### src/rtl/control_unit.sv
// Multi-cycle MIPS control unit: Moore FSM that sequences fetch, decode and per-instruction
// execute steps and drives the datapath mux selects and write enables.
module control_unit (
    input  logic       clk,
    input  logic       reset,
    input  logic [5:0] opcode,
    input  logic [5:0] funct,
    output logic       mem_to_reg,
    output logic       reg_dest,
    output logic       i_or_d,
    output logic       alu_src_a,
    output logic       ir_write,
    output logic       mem_write,
    output logic       pc_write,
    output logic       branch,
    output logic       reg_write,
    output logic [1:0] alu_src_b,
    output logic [1:0] pc_src,
    output logic [2:0] alu_control,
    output logic [3:0] state
);

    typedef enum logic [3:0] {
        FETCH    = 4'd0,
        DECODE   = 4'd1,
        MEMADR   = 4'd2,
        MEMREAD  = 4'd3,
        MEMWB    = 4'd4,
        MEMWRITE = 4'd5,
        EXECUTE  = 4'd6,
        ALUWB    = 4'd7,
        BRANCH   = 4'd8,
        ADDIEXEC = 4'd9,
        ADDIWB   = 4'd10,
        JUMP     = 4'd11
    } state_t;

    typedef struct packed {
        logic       mem_to_reg;
        logic       reg_dest;
        logic       i_or_d;
        logic       alu_src_a;
        logic       ir_write;
        logic       mem_write;
        logic       pc_write;
        logic       branch;
        logic       reg_write;
        logic [1:0] alu_src_b;
        logic [1:0] pc_src;
        logic [2:0] alu_control;
    } ctrl_t;

    localparam logic [5:0] OP_LW    = 6'b100011;
    localparam logic [5:0] OP_SW    = 6'b101011;
    localparam logic [5:0] OP_RTYPE = 6'b000000;
    localparam logic [5:0] OP_BEQ   = 6'b000100;
    localparam logic [5:0] OP_ADDI  = 6'b001000;
    localparam logic [5:0] OP_J     = 6'b000010;

    state_t state_q, state_d;
    ctrl_t  ctrl_q, ctrl_d;
    logic   live;

    function automatic logic [2:0] alu_decode(input logic [5:0] f);
        case (f)
            6'b100000: alu_decode = 3'b010;
            6'b100010: alu_decode = 3'b110;
            6'b100100: alu_decode = 3'b000;
            6'b100101: alu_decode = 3'b001;
            6'b101010: alu_decode = 3'b111;
            default:   alu_decode = 3'b010;
        endcase
    endfunction

    function automatic ctrl_t ctrl_decode(input state_t s, input logic [5:0] f);
        ctrl_t c;
        c             = '0;
        c.alu_control = 3'b010;
        case (s)
            FETCH: begin
                c.alu_src_b = 2'b01;
                c.ir_write  = 1'b1;
                c.pc_write  = 1'b1;
            end
            DECODE:  c.alu_src_b = 2'b11;
            MEMADR, ADDIEXEC: begin
                c.alu_src_a = 1'b1;
                c.alu_src_b = 2'b10;
            end
            MEMREAD: c.i_or_d = 1'b1;
            MEMWB: begin
                c.mem_to_reg = 1'b1;
                c.reg_write  = 1'b1;
            end
            MEMWRITE: begin
                c.i_or_d    = 1'b1;
                c.mem_write = 1'b1;
            end
            EXECUTE: begin
                c.alu_src_a   = 1'b1;
                c.alu_control = alu_decode(f);
            end
            ALUWB: begin
                c.reg_dest  = 1'b1;
                c.reg_write = 1'b1;
            end
            BRANCH: begin
                c.alu_src_a   = 1'b1;
                c.alu_control = 3'b110;
                c.pc_src      = 2'b01;
                c.branch      = 1'b1;
            end
            ADDIWB:  c.reg_write = 1'b1;
            JUMP: begin
                c.pc_src   = 2'b10;
                c.pc_write = 1'b1;
            end
            default: c = '0;
        endcase
        return c;
    endfunction

    always_comb begin
        state_d = FETCH;
        case (state_q)
            FETCH:    state_d = DECODE;
            DECODE: begin
                case (opcode)
                    OP_LW, OP_SW: state_d = MEMADR;
                    OP_RTYPE:     state_d = EXECUTE;
                    OP_BEQ:       state_d = BRANCH;
                    OP_ADDI:      state_d = ADDIEXEC;
                    OP_J:         state_d = JUMP;
                    default:      state_d = FETCH;
                endcase
            end
            MEMADR:   state_d = (opcode == OP_LW) ? MEMREAD : MEMWRITE;
            MEMREAD:  state_d = MEMWB;
            EXECUTE:  state_d = ALUWB;
            ADDIEXEC: state_d = ADDIWB;
            default:  state_d = FETCH;
        endcase
    end

    // Outputs are registered from the next state so they line up with state_q;
    // funct for EXECUTE is therefore captured on the DECODE->EXECUTE edge.
    always_comb ctrl_d = ctrl_decode(state_d, funct);

    always_ff @(posedge clk) begin
        if (reset) begin
            state_q <= FETCH;
            ctrl_q  <= ctrl_decode(FETCH, 6'd0);
        end else begin
            state_q <= state_d;
            ctrl_q  <= ctrl_d;
        end
    end

    // Enables drop immediately under reset and in any unencoded state.
    assign live = ~reset & (state_q <= JUMP);

    assign mem_to_reg  = ctrl_q.mem_to_reg;
    assign reg_dest    = ctrl_q.reg_dest;
    assign i_or_d      = ctrl_q.i_or_d;
    assign alu_src_a   = ctrl_q.alu_src_a;
    assign ir_write    = ctrl_q.ir_write  & live;
    assign mem_write   = ctrl_q.mem_write & live;
    assign pc_write    = ctrl_q.pc_write  & live;
    assign branch      = ctrl_q.branch    & live;
    assign reg_write   = ctrl_q.reg_write & live;
    assign alu_src_b   = ctrl_q.alu_src_b;
    assign pc_src      = ctrl_q.pc_src;
    assign alu_control = ctrl_q.alu_control;
    assign state       = state_q;

endmodule

### config.mk
export PLATFORM = sky130hd
export DESIGN_NAME = control_unit
export DESIGN_NICKNAME = d
export VERILOG_FILES = /design/src/rtl/control_unit.sv
export SDC_FILE = /design/constraint.sdc
export NUM_CORES = 1
export LEC_CHECK = 0
export ABC_AREA = 1
export CAP_MARGIN = 10
export CELL_PAD_IN_SITES_DETAIL_PLACEMENT = 2
export CELL_PAD_IN_SITES_GLOBAL_PLACEMENT = 2
export CORE_UTILIZATION = 21
export DETAILED_ROUTE_END_ITERATION = 10
export HOLD_SLACK_MARGIN = 0.02
export PLACE_DENSITY = 0.78
export SLEW_MARGIN = 15
export SYNTH_ARGS = -nofsm -noshare
export SYNTH_HDL_FRONTEND = slang
export SYNTH_SLANG_ARGS = --single-unit
export TNS_END_PERCENT = 50
### constraint.sdc
create_clock -name clk -period 1.3 [get_ports clk]
set_input_delay 0.325 -clock clk [delete_from_list [all_inputs] [get_ports clk]]
set_output_delay 0.325 -clock clk [all_outputs]
set_load 0.005 [all_outputs]
==> results.txt <==
----------------------------------------------------
[Critical path]
  Register-to-Register Setup Slack ... -0.36 ns
  Start point of the critical path ... state[1]
  Cell with the largest stage delay on the worst path ... dfxtp_4
  Delay-heaviest family, CP ... simple AND/OR/NAND/NOR gates
  CP Depth ... 10
  Crit path largest cell delay ... 0.39 ns
  Top fanout value on the critical path ... 5
  Worst Path Arrival ... 1.85 ns
  RR Startpoint ... state[1]
  Setup Crit Path Kind ... reg2reg
  Worst Path Required ... 1.49 ns
  Worst flop-to-flop path endpoint ... alu_src_a
  Critical-path cell list ... buf_4 -> inv_2 -> nand3_2 -> inv_2 -> buf_4 -> a21oi_4 -> nand3_2 -> nand2_4 -> nor2_4 -> nor2_1
  Buffers and inverters on the worst path ... 4
  Worst R2R Path Depth ... 10
  Critical Path End ... alu_src_a
  Startpoint Class ... flop
  Endpoint kind of the worst setup timing path ... flop

[Synth]
  Portion of synthesized cell area occupied by the leading cell type ... 0.369
  Unique cell type count in the Yosys netlist ... 23
  Summed instance area of the synthesized netlist ... 1030 sq um
  Flip-flop and latch count after synthesis ... 19
  Synth Instances ... 152
  EDFF count, synth ... 0
  Synth area leaders ... dfxtp_1 37%, nor2_1 9.8%, nand3_1 8.7%
  Synthesized Nets ... 166
  Synth area leader ... dfxtp_1
  Synthesized area divided by synthesized cell count ... 6.77 sq um
  Share of the yosys chip area belonging to registers ... 0.369
  Post-synthesis async set-or-reset flop share ... 0
  Number of synthesis warnings ... 0
  Most used flip-flop cell after synthesis ... dfxtp_1

[Drt]
  DR vias/cell ... 4.31
  Count of vias placed by the detailed router ... 1285
  Drt total wl ... 4970 um
  Count of TritonRoute iterations in the first routing pass ... 7
  Routed length per placed instance ... 16.7 um
  Final ANT Viol Nets ... 0
  Count of unresolved DRC violations after routing ... 1
  Initial drt markers ... 44

[Placed design]
  Instance area after placement ... 1570 sq um
  RD Place Congestion ... 0.755
  Post-placement setup slack ... -0.825 ns
  HPWL reported at the end of detailed placement ... 2690 um
  Quantity of I/O buffers inserted on ports ... 33

[Cells and area]
  Final instance area ... 2060 sq um
  Nets ... 246
  Total inserted antenna cells ... 0
  Most frequent cells in the layout ... 35 x buf_4, 17 x dlygate4sd2_1, 17 x buf_6
  Fraction of layout cells with a size suffix above 1 ... 0.589
  Max reg flops ... 5
  Most common library cell in the layout ignoring fill and taps ... buf_4
  Relative area change from synthesis to final layout ... 100%
  Largest register by flop count ... ctrl_q

[GRT]
  GRT Residual Overflow ... 0
  Vias in the first global route ... 1406
  Global-route wire length before repair ... 6980 um
  Global-route usage over all layers ... 0.180
  Initial antenna violation count ... 0
  Pin count of the biggest net entering global routing ... 12

[CTS]
  H-tree lvl count ... 1
  Number of sinks on the clock net ... 19
  Root buf cell ... clkbuf_8
  Number of buffers created by CTS ... 3
  Number of buffers inserted by hold repair at cts ... 0
  CTS tree ... yes
  Worst-Skew Late Latency ... 0.26 ns
  Bufs on Longest Clock Path ... 2
  Clock transition at the registers of the reported paths ... 0.08 ns

[Floorplan]
  Core Area ... 4720 sq um
  Vertical die dimension ... 72.0 um
  Initial Util ... 0.218
  Die Width ... 72.0 um
  Die Area ... 5190 sq um
  Core Rows ... 25
  I/O pins ... 34

[Min path]
  Kind of path behind the tightest hold check ... in2reg

[Power]
  Highest ir drop seen on vdd ... 0.316 mV
  Power density over cell area ... 680 nW/um^2
  P_leak ... 0.999 nW

[STA]
  Final critical-path required period ... 1.66 ns
  Final Hold Violating Endpoints ... 0
  Setup violations, final ... 19
  Max transition margin ... 0.831
  Highest clock rate ... 602 MHz
  Unrepaired setup endpoints after global routing ... yes
  Setup WS post-layout ... -0.361 ns
  Period utilisation layout ... 1.28
  Worst Max-Slew Pin Slew ... 0.250 ns
  Worst hold margin ... 0.586 ns
  Max-slew violation count ... 0
  Post-Route Skew ... 0.00347 ns

[Job]
  Max-cap violation count ... 0

[Run status]
  Violated checks ... DRC, setup timing
  Status ... finished with violations

----------------------------------------------------
## report_power, final
| part | internal (W) | switching [W] | leakage [nW] |
|---|---|---|---|
| combinational | 0.000183 | 0.000179 | 0.815 |
| sequential | 0.000596 | 0.0000102 | 0.158 |
| clock | 0.000214 | 0.000222 | 0.0255 |
## area by class of cell
cell class | count | area, sq um
clock inverter | 1 | 5.00
multi-input combinational | 100 | 726
sequential | 19 | 393
tap | 67 | 83.8
inverter | 25 | 96.3
clock buffer | 3 | 41.3
fill | 529 | 2660
timing repair buffer | 83 | 718
## per-stage QoR
step | utilization | TNS (ns) | instances | power (W)
2_1_floorplan | - | 0 | 152 | 0.000721
3_3_place_gp | 0.332 | -11.33 | 266 | 0.000834
6_report | 0.437 | -4.62 | 298 | 0.00140
4_1_cts | 0.405 | -2.44 | 288 | 0.00133
5_1_grt | 0.437 | -6.28 | 298 | 0.00146
3_5_place_dp | 0.332 | -12.62 | 266 | 0.000843
## worst min-delay path by stage
| stage | cells after the start | slack [ns] | start | to |
|---|---|---|---|---|
| after floorplan | 2 | 0.49 | reset | ctrl_q[11] |
| after global placement | 3 | 0.65 | state[1] | i_or_d |
| after detailed placement | 3 | 0.67 | state[0] | mem_to_reg |
| after CTS | 3 | 0.59 | reset | state[3] |
| after global routing | 3 | 0.62 | reset | pc_src[1] |
| final | 3 | 0.59 | reset | state[0] |
## routing by layer
layer / global-route usage / vias to the layer above / wire length, um
li1: - / 632 / -
met1: 0.190 / 617 / 1970
met2: 0.375 / 28 / 2850
met3: 0.0125 / 8 / 55
met4: 0.0523 / 0 / 92
met5: 0 / - / 0
## cells by family after synthesis
family / synth area share
AO/OA/AOI/OAI: 0.0863
buffers and inverters: 0.146
flip-flops: 0.369
AND/OR/NAND/NOR: 0.399
## what timing repair did
item	4_1_cts	5_1_grt
pin swaps	26	11
setup endpoints to repair	35	21
buffers inserted	20	10
resized for setup	117	21
## synth_stat cells (2+ instances only)
cell type / count
nor2_4: 2
a21oi_1: 3
nand2_2: 5
nand3_1: 18
dfxtp_1: 19
nor3_1: 5
nand3_2: 2
inv_1: 23
buf_4: 7
inv_2: 2
o21ai_0: 4
nor2_1: 27
nand2_1: 22
nor2_2: 4
## worst min-delay path: cells and delay by family
family	cells	cell delay (ns)
and+or+nand+nor	1	0.06
buffers and inverters	2	0.44
Note: power is estimated with default switching activity, not from simulation.
